## src/rtl/ex_controller.sv

```systemverilog
// EX-stage decoder: ALU/MU operation selects, result-mux select and
// a one-shot MU start pulse keyed on the instruction encoding.
module ex_controller #(
  parameter int ifuresctl_N = 2,
  localparam int W = (ifuresctl_N > 1) ? $clog2(ifuresctl_N) : 1
) (
  input  logic         clk,
  input  logic         rst,
  input  logic [6:0]   opcode,
  input  logic [2:0]   func3,
  input  logic [1:0]   func7b50,
  output logic [3:0]   aluctl,
  output logic [1:0]   mulctl,
  output logic [W-1:0] ifuresctl,
  output logic         mulstart
);

  localparam logic [6:0] OP_R   = 7'b0110011;
  localparam logic [6:0] OP_IMM = 7'b0010011;
  localparam logic [6:0] OP_BR  = 7'b1100011;

  localparam logic [3:0] ALU_ADD  = 4'b0000;
  localparam logic [3:0] ALU_SUB  = 4'b1000;
  localparam logic [3:0] ALU_SLT  = 4'b0010;
  localparam logic [3:0] ALU_SLTU = 4'b0011;

  logic [11:0] key;
  logic [11:0] last_key_q, last_key_d;
  logic        first_q, first_d;
  logic        is_mul;

  assign key = {opcode, func3, func7b50};

  always_comb begin
    aluctl    = ALU_ADD;
    mulctl    = 2'b00;
    ifuresctl = '0;
    is_mul    = 1'b0;
    case (opcode)
      OP_R: begin
        if (func7b50[0]) begin
          // divide/remainder falls through with all-zero outputs
          if (!func3[2]) begin
            is_mul    = 1'b1;
            mulctl    = func3[1:0];
            ifuresctl = W'(1);
          end
        end else begin
          aluctl = {func7b50[1], func3};
        end
      end
      OP_IMM: begin
        if (func3 == 3'b101) aluctl = {func7b50[1], func3};
        else                 aluctl = {1'b0, func3};
      end
      OP_BR: begin
        case (func3[2:1])
          2'b00:   aluctl = ALU_SUB;
          2'b10:   aluctl = ALU_SLT;
          2'b11:   aluctl = ALU_SLTU;
          default: aluctl = ALU_ADD;
        endcase
      end
      default: ;
    endcase
  end

  always_comb begin
    last_key_d = key;
    first_d    = 1'b0;
  end

  always_ff @(posedge clk or posedge rst) begin
    if (rst) begin
      last_key_q <= '0;
      first_q    <= 1'b1;
    end else begin
      last_key_q <= last_key_d;
      first_q    <= first_d;
    end
  end

  assign mulstart = is_mul & ~rst & (first_q | (key != last_key_q));

endmodule

```

## config.mk

```make
export PLATFORM = sky130hd
export DESIGN_NAME = ex_controller
export DESIGN_NICKNAME = d
export VERILOG_FILES = /design/src/rtl/ex_controller.sv
export SDC_FILE = /design/constraint.sdc
export NUM_CORES = 1
export LEC_CHECK = 0
export ABC_AREA = 1
export CAP_MARGIN = 20
export CORE_ASPECT_RATIO = 0.8
export CORE_UTILIZATION = 41
export CTS_CLUSTER_SIZE = 10
export DETAILED_ROUTE_END_ITERATION = 6
export PLACE_DENSITY = 0.82
export SLEW_MARGIN = 10
export SYNTH_ARGS = -nofsm -noshare
export SYNTH_HDL_FRONTEND = slang
export SYNTH_SLANG_ARGS = --single-unit
```

## constraint.sdc

```tcl
create_clock -name clk -period 1.07 [get_ports clk]
set_input_delay 0.214 -clock clk [delete_from_list [all_inputs] [get_ports clk]]
set_output_delay 0.214 -clock clk [all_outputs]
set_load 0.01 [all_outputs]
```

==> metrics list, run 1 <==
- Critical Path Sink Type: output pin
- Synthesis handed over a netlist of about 110 instances.
* Average vias per placed instance: 5.060
* Violations in the final reports: setup timing
- Run status: complete, but fails checks
- Averaged over all synthesized cells, the footprint is 7.079 µm².
- The number of pins exceeding their max-slew limit in the final report came to 0.
* Combinational Power Share: 0.265
- Cell Count Post-Placement: between 150 and 200
- In this run, synthesis produced a sequential element count of 13.
* Total standard cell area after synthesis: 764.5 µm²
- In the final routed layout, each cell accounts on average for around 17 µm.
* Clk buf depth: 2
* Final non-filler cell area: between 0.001 and 0.0015 mm²
- Height of the chip: between 40 and 50 µm
* Max-cap violations: 0
- Total chip power: 1.160 mW
- Hold buffers post-CTS: 0
- In this run, distinct cell masters in the synthesized netlist total 20.
* Compound-Gate Fraction of Synth Area: 0.01637
- Hold Violations, Final: 0
- Rows: 13
- First-pass GRT wire length: around 3900 µm
- Portion of total power attributed to the clock network: 0.280
* First drt pass iteration count: 4
- Setup repair after global routing could not meet its margin everywhere.
- The tree is rooted in a sky130_fd_sc_hd__clkbuf_4.
- Of the cells placed in the final design, the portion with a size suffix greater than 1 is 0.4813.
- Post-route clock period utilization: 1.450
- Vias in the first global route: 853
* Arrival time worst endpoint: between 1 and 1.5 ns
- XOR/XNOR Fraction of Synth Area: 0.01146
- Of the total synthesized cell area, the portion taken by full adders, half adders and majority gates is 0.
* Proportion of synthesized area in mux cells: 0
* DRC violation total after the first TritonRoute iteration: 35
* Total global routing track utilization: 0.2909
- Overall via count from detail_route: a little over 900
* DRC violation count after routing: 0
* Overall die width: 50.28 µm
- Of the total power, the share spent switching nets is 0.3043.
* Smallest setup slack after layout: -0.4820 ns
- Final count of negative-setup-slack endpoints: 8
- The worst path in the final design needs a cycle of roughly 1.6 ns, including I/O delays and setup.
* Largest fanout of any net on the critical path: 2
* Leakage dissipation: between 0.7 and 0.8 nW
- Static timing analysis puts the maximum clock frequency at between 600 and 700 MHz.
* Number of buffers added on ports: 21
- The finished layout holds roughly 180 standard cells, fillers aside.
- Area after detailed placement: roughly 0.0012 mm²
* Clock transition at the register clock pins on the worst setup and hold paths after CTS: 0.09 ns
- Htree depth: 1
- The share of the Yosys chip area taken by registers is 0.4272.
- Synthesized Nets: between 100 and 150
- At the end of routability-driven placement, the weighted congestion stood at ~0.84.
* Internal power: slightly above 0.8 mW
- Wires add up to around 3000 µm.
* Power density over the cells: about 840 mW/mm²
* Largest net degree at the start of global routing: 14
* Starting Density: 0.4519
- The tree built by TritonCTS fans out to 13 sinks.
- The number of antenna violations at the first check in global routing is 0.
* Io pins: 22
- TritonCTS built the clock tree.
- For this design the total switching power over the nets is about 0.35 mW.
- Final antenna-violating net count: 0
- The wire-length estimate of the detail-placed layout is 1594 µm.
- Yosys warning total: 0
- Post-Place Setup Slack: -1.120 ns
- The share of total power dissipated in sequential elements is 0.455.
- HP Class: primary input to register
- Dominant combinational cell family by area after synthesis: simple AND/OR/NAND/NOR gates
- Worst setup SP type: register
- For the final routed database, the setup TNS stands at -2.701 ns.
- Required time at the worst-slack endpoint: 0.86 ns
- Die Footprint: about 0.0020 mm²
- Total grt overflow: 0
* Number of inserted diodes: 0
- Core box area: 0.001692 mm²
* Peak VDD IR: about 0.0012 V
- Of the total synthesized cell area, the portion taken by AND, OR, NAND and NOR gates is 0.4255.
* Post-synthesis to final-layout area growth: 80.36%
- Clock tree synthesis inserted a total of 3 buffers.
* Kind of critical path: register to output pin
- Net count of the finished layout: roughly 180
==> cell usage after synthesis <==
cell	n	area [µm²]
sky130_fd_sc_hd__xnor2_1	1	8.760
sky130_fd_sc_hd__nor3_2	1	10.01
sky130_fd_sc_hd__nand3_1	7	35.03
sky130_fd_sc_hd__nor4_1	2	12.51
sky130_fd_sc_hd__buf_2	1	5.000
sky130_fd_sc_hd__nand4_1	5	31.28
sky130_fd_sc_hd__dfrtp_1	12	300.3
sky130_fd_sc_hd__conb_1	1	3.750
sky130_fd_sc_hd__nand2_2	2	12.51
sky130_fd_sc_hd__o21a_1	1	7.510
sky130_fd_sc_hd__nor3_1	4	20.02
sky130_fd_sc_hd__or2_2	3	18.77
sky130_fd_sc_hd__nand2_1	34	127.6
sky130_fd_sc_hd__and2_4	1	8.760
sky130_fd_sc_hd__nor2_2	1	6.260
sky130_fd_sc_hd__inv_1	22	82.58
sky130_fd_sc_hd__nor2_1	7	26.28
sky130_fd_sc_hd__nor3_4	1	16.27
sky130_fd_sc_hd__dfstp_2	1	26.28
sky130_fd_sc_hd__a21oi_1	1	5.000
==> worst max-delay path: stages (launching register included) <==
cell,delay (ns)
sky130_fd_sc_hd__dfrtp_1,0.35
sky130_fd_sc_hd__inv_1,0.06
sky130_fd_sc_hd__nand2_1,0.07
sky130_fd_sc_hd__nand2_1,0.06
sky130_fd_sc_hd__nor2_1,0.12
sky130_fd_sc_hd__nand2_1,0.09
sky130_fd_sc_hd__nor2_2,0.10
sky130_fd_sc_hd__a21oi_2,0.06
sky130_fd_sc_hd__buf_2,0.13
==> cells by family (layout without fill, tap and decap cells) <==
| family | after synthesis | count (layout) |
|---|---|---|
| other cells | 1 | 1 |
| simple gates | 68 | 68 |
| buf+inv | 23 | 75 |
| flops | 13 | 13 |
| xor+xnor | 1 | 1 |
| compound gates | 2 | 2 |
==> worst paths after layout <==
path,endpoint,cells after the start,startpoint
setup / recovery,mulstart,8,last_key_q[10]
hold / removal,last_key_q[11],1,opcode[6]
max in group asynchronous,first_q,3,rst
min in group asynchronous,last_key_q[11],3,rst
==> state kept, by name, indices dropped and copies added, names as in the netlist <==
name	count
first_q	1
last_key_q	12
==> stage by stage <==
step	util	hold slack, ns
2_1_floorplan	-	0.09845
3_3_place_gp	0.6923	0.5643
3_5_place_dp	0.6923	0.5704
4_1_cts	0.7500	0.1033
5_1_grt	0.8151	0.09815
6_report	0.8151	0.1075
==> routing by layer <==
layer | vias to the layer above | global-route usage | part of all wire
li1 | 438 | - | -
met1 | 436 | 0.3210 | 0.41
met2 | 37 | 0.5600 | 0.51
met3 | 10 | 0.06667 | 0.055
met4 | 0 | 0.1286 | 0.020
met5 | - | 0 | 0
==> power by group through the flow <==
stage / clock (mW) / combinational [mW] / sequential, mW
2_1_floorplan: 0 / 0.0999 / 0.535
3_3_place_gp: 0 / 0.234 / 0.536
3_5_place_dp: 0 / 0.242 / 0.537
4_1_cts: 0.315 / 0.257 / 0.527
5_1_grt: 0.342 / 0.328 / 0.530
6_report: 0.325 / 0.308 / 0.528
==> final cells by class <==
cell class,count,area [µm²]
multi-input combinational,72,473.0
inverter,22,85.08
clock buffer,4,26.28
tap,22,27.53
sequential,13,326.6
timing repair buffer,49,440.4
fill,93,312.8
==> repair_timing <==
item | CTS | global route
gates resized for setup | 90 | 28
pin swaps | 14 | 11
endpoints found under the setup margin | 8 | 8
setup buffers | 8 | 3
==> placed cells by master (no fill, tap or decap), drive strengths merged <==
cell and n:
clkdlybuf4s50 2, dfstp 1, clkbuf 6, inv 22, buf 43, or2 3
nor3 6, dlygate4sd2 2, nor2 8, nand2 36, nor4 2, nand3 7
nand4 5, xnor2 1, conb 1, dfrtp 12, o21a 1, a21oi 1
and2 1
Note: power is estimated with default switching activity, not from simulation.
==> run 2, diff against run 1 <==
--- a/config.mk
+++ b/config.mk
@@ -11,6 +11,7 @@
 export CORE_UTILIZATION = 41
 export CTS_CLUSTER_SIZE = 10
 export DETAILED_ROUTE_END_ITERATION = 6
+export MAX_ROUTING_LAYER = met4
 export PLACE_DENSITY = 0.82
 export SLEW_MARGIN = 10
 export SYNTH_ARGS = -nofsm -noshare
==> metrics list, run 2 (synthesis results as in run 1) <==
- Run status: complete, but fails checks
- The checks that failed: setup timing.
- Overall die width: between 50 and 60 µm
- HP Class: primary input to register
- Of the available clock period, the critical path in the final layout requires 1.490.
- The worst setup path is captured at an output pin.
- TritonCTS created 3 clock buffers.
- IR analysis of the VDD net gives a maximum drop of a little over 0.001 V.
- Detailed placement finished with a half-perimeter wire length of 1594 µm.
- The final hold violation count is 0.
- The share of total power dissipated in combinational logic is 0.265.
- Htree depth: 1
- The top cell types in the final layout, fill and taps aside, are sky130_fd_sc_hd__nand2_1, sky130_fd_sc_hd__inv_1, sky130_fd_sc_hd__buf_6, sky130_fd_sc_hd__buf_4, sky130_fd_sc_hd__dfrtp_1.
* Final non-filler cell area: between 0.001 and 0.0015 mm²
* Overall via count from detail_route: between 900 and 1,000
- Data on the critical path is required at its endpoint by around 0.86 ns.
- The floorplan step set the die height to between 40 and 50 µm.
* Gp weighted congestion: approximately 0.86
- Once detail routing completed, the nets flagged for antenna violations numbered 0.
- Starting Density: 0.4519
- For this block, the routed nets add up to between 3000 and 4000 µm of wire.
- Smallest setup slack after layout: -0.5244 ns
* Core box area: approximately 0.0017 mm²
* Fraction of layout cells with a size suffix above 1: 0.4780
* First drt pass iteration count: 4
- Cell Count Post-Placement: between 150 and 200
* Clk Tree Root Cell: sky130_fd_sc_hd__clkbuf_4
- Max Clock Freq: 627.2 MHz
- Portion of total power attributed to the clock network: 0.277
- DRC violation total after the first TritonRoute iteration: 45
- CTS tree: yes
- Summing all placed instances gives a cell area of between 0.001 and 0.0015 mm².
- Setup repair after global routing could not meet its margin everywhere.
- last_key_q holds more flip-flops than any other register.
- STA classifies the critical path startpoint as a register.
- First-pass GRT wire length: just under 4000 µm
- Number of pins with negative max-slew slack in the final report: 0
* Final count of negative-setup-slack endpoints: 8
- The final layout contains about 170 nets.
- Num Clock Sinks: 13
* Fraction of power consumed by sequential logic: 0.457
- In this run, post-CTS hold repair placed 0 buffers.
- DRC violation count after routing: 0
- Die Footprint: 0.002042 mm²
- Along the worst path, the maximum fanout reaches 2.
- Number of buffers added on ports: 21
- After detailed routing, the average wire length per cell comes to between 15 and 20 µm.
- Clock-pin slew was measured on the worst setup and hold paths at about 0.09 ns.
* Kind of critical path: register to output pin
* Vias in the first global route: between 800 and 900
* Post-synthesis to final-layout area growth: 79.38%
- Average vias per placed instance: between 5 and 6
* Max FFs per register: 12
- Power spread over the standard cell area amounts to approximately 850 mW/mm².
- Net switching component of the power: 0.3540 mW
- Internal power: approximately 0.8 mW
- Number of antenna violations at the first check in global routing: 0
- Counting I/O delays and the setup requirement, the final critical path takes ~1.6 ns.
* Max-cap violations: 0
* Leakage dissipation: approximately 0.75 nW
- The largest registers in the layout are last_key_q x12, first_q x1.
* Number of inserted diodes: 0
* Leading cell type in the layout, fill and taps excluded: sky130_fd_sc_hd__nand2_1
* Arrival time worst endpoint: ~1.4 ns
* Largest net degree at the start of global routing: 14
- Total grt overflow: 0
- Rows: 13
- Before CTS, the worst setup slack after placement is -1.120 ns.
- Switching fraction of total power: 0.3054
- Total global routing track utilization: 0.3010
- Clk buf depth: 2
- 22 I/O pins were placed.
- After the flow finishes, the layout carries non-filler instances totaling about 180.
-- run 2: cell types whose count changed in the layout (fill, tap and decap cells not counted), sizes merged --
cell  change
buf       -1
-- run 2: worst paths after layout --
kind,startpoint,to,slack [ns],depth (start not counted)
max in group asynchronous,rst,first_q,0.57,3
worst max-delay path,last_key_q[6],mulstart,-0.52,7
min in group asynchronous,rst,last_key_q[4],0.26,3
worst min-delay path,opcode[3],last_key_q[8],0.04,1
-- run 2: layout make-up --
type | count | area (µm²)
Clock buffer | 4 | 26.28
Fill cell | 100 | 320.3
Inverter | 22 | 85.08
Multi-Input combinational cell | 72 | 473.0
Sequential cell | 13 | 326.6
Tap cell | 22 | 27.53
Timing Repair Buffer | 48 | 432.9
-- run 2: power by group through the flow --
stage                     clock [mW]  combinational (mW)  sequential, mW
final                          0.322               0.307           0.530
after global routing           0.342               0.330           0.532
after CTS                      0.315               0.257           0.527
after detailed placement           0               0.242           0.537
after global placement             0               0.234           0.536
after floorplan                    0              0.0999           0.535
-- run 2: routing by layer --
| layer | GRT usage | up-vias | wire length (µm) |
|---|---|---|---|
| met5 | - | - | 0 |
| met4 | 0.1286 | 0 | 145 |
| met2 | 0.5600 | 64 | 1545 |
| li1 | - | 437 | - |
| met3 | 0.07037 | 18 | 271 |
| met1 | 0.3210 | 455 | 1108 |
-- run 2: worst max-delay path, cell delays in order (launching register included) --
cell	delay, ns
sky130_fd_sc_hd__dfrtp_1	0.40
sky130_fd_sc_hd__nand2_1	0.09
sky130_fd_sc_hd__nand2_1	0.07
sky130_fd_sc_hd__nor2_1	0.13
sky130_fd_sc_hd__nand2_1	0.09
sky130_fd_sc_hd__nor2_2	0.11
sky130_fd_sc_hd__a21oi_2	0.06
sky130_fd_sc_hd__buf_2	0.14
-- run 2: metrics by stage --
stage | total power, mW | setup TNS, ns | utilization | hold slack, ns
floorplan | 0.6354 | -0.1426 | - | 0.09845
global placement | 0.7703 | -8.379 | 0.6923 | 0.5643
detailed placement | 0.7793 | -8.648 | 0.6923 | 0.5704
CTS | 1.100 | -2.367 | 0.7500 | 0.1033
global route | 1.204 | -3.194 | 0.8107 | 0.02419
finish | 1.159 | -2.755 | 0.8107 | 0.03566
-- run 2: timing repair --
action	CTS	global route
buffers inserted	8	2
gates resized for setup	90	28
setup endpoints to repair	8	8
pin swaps	14	11
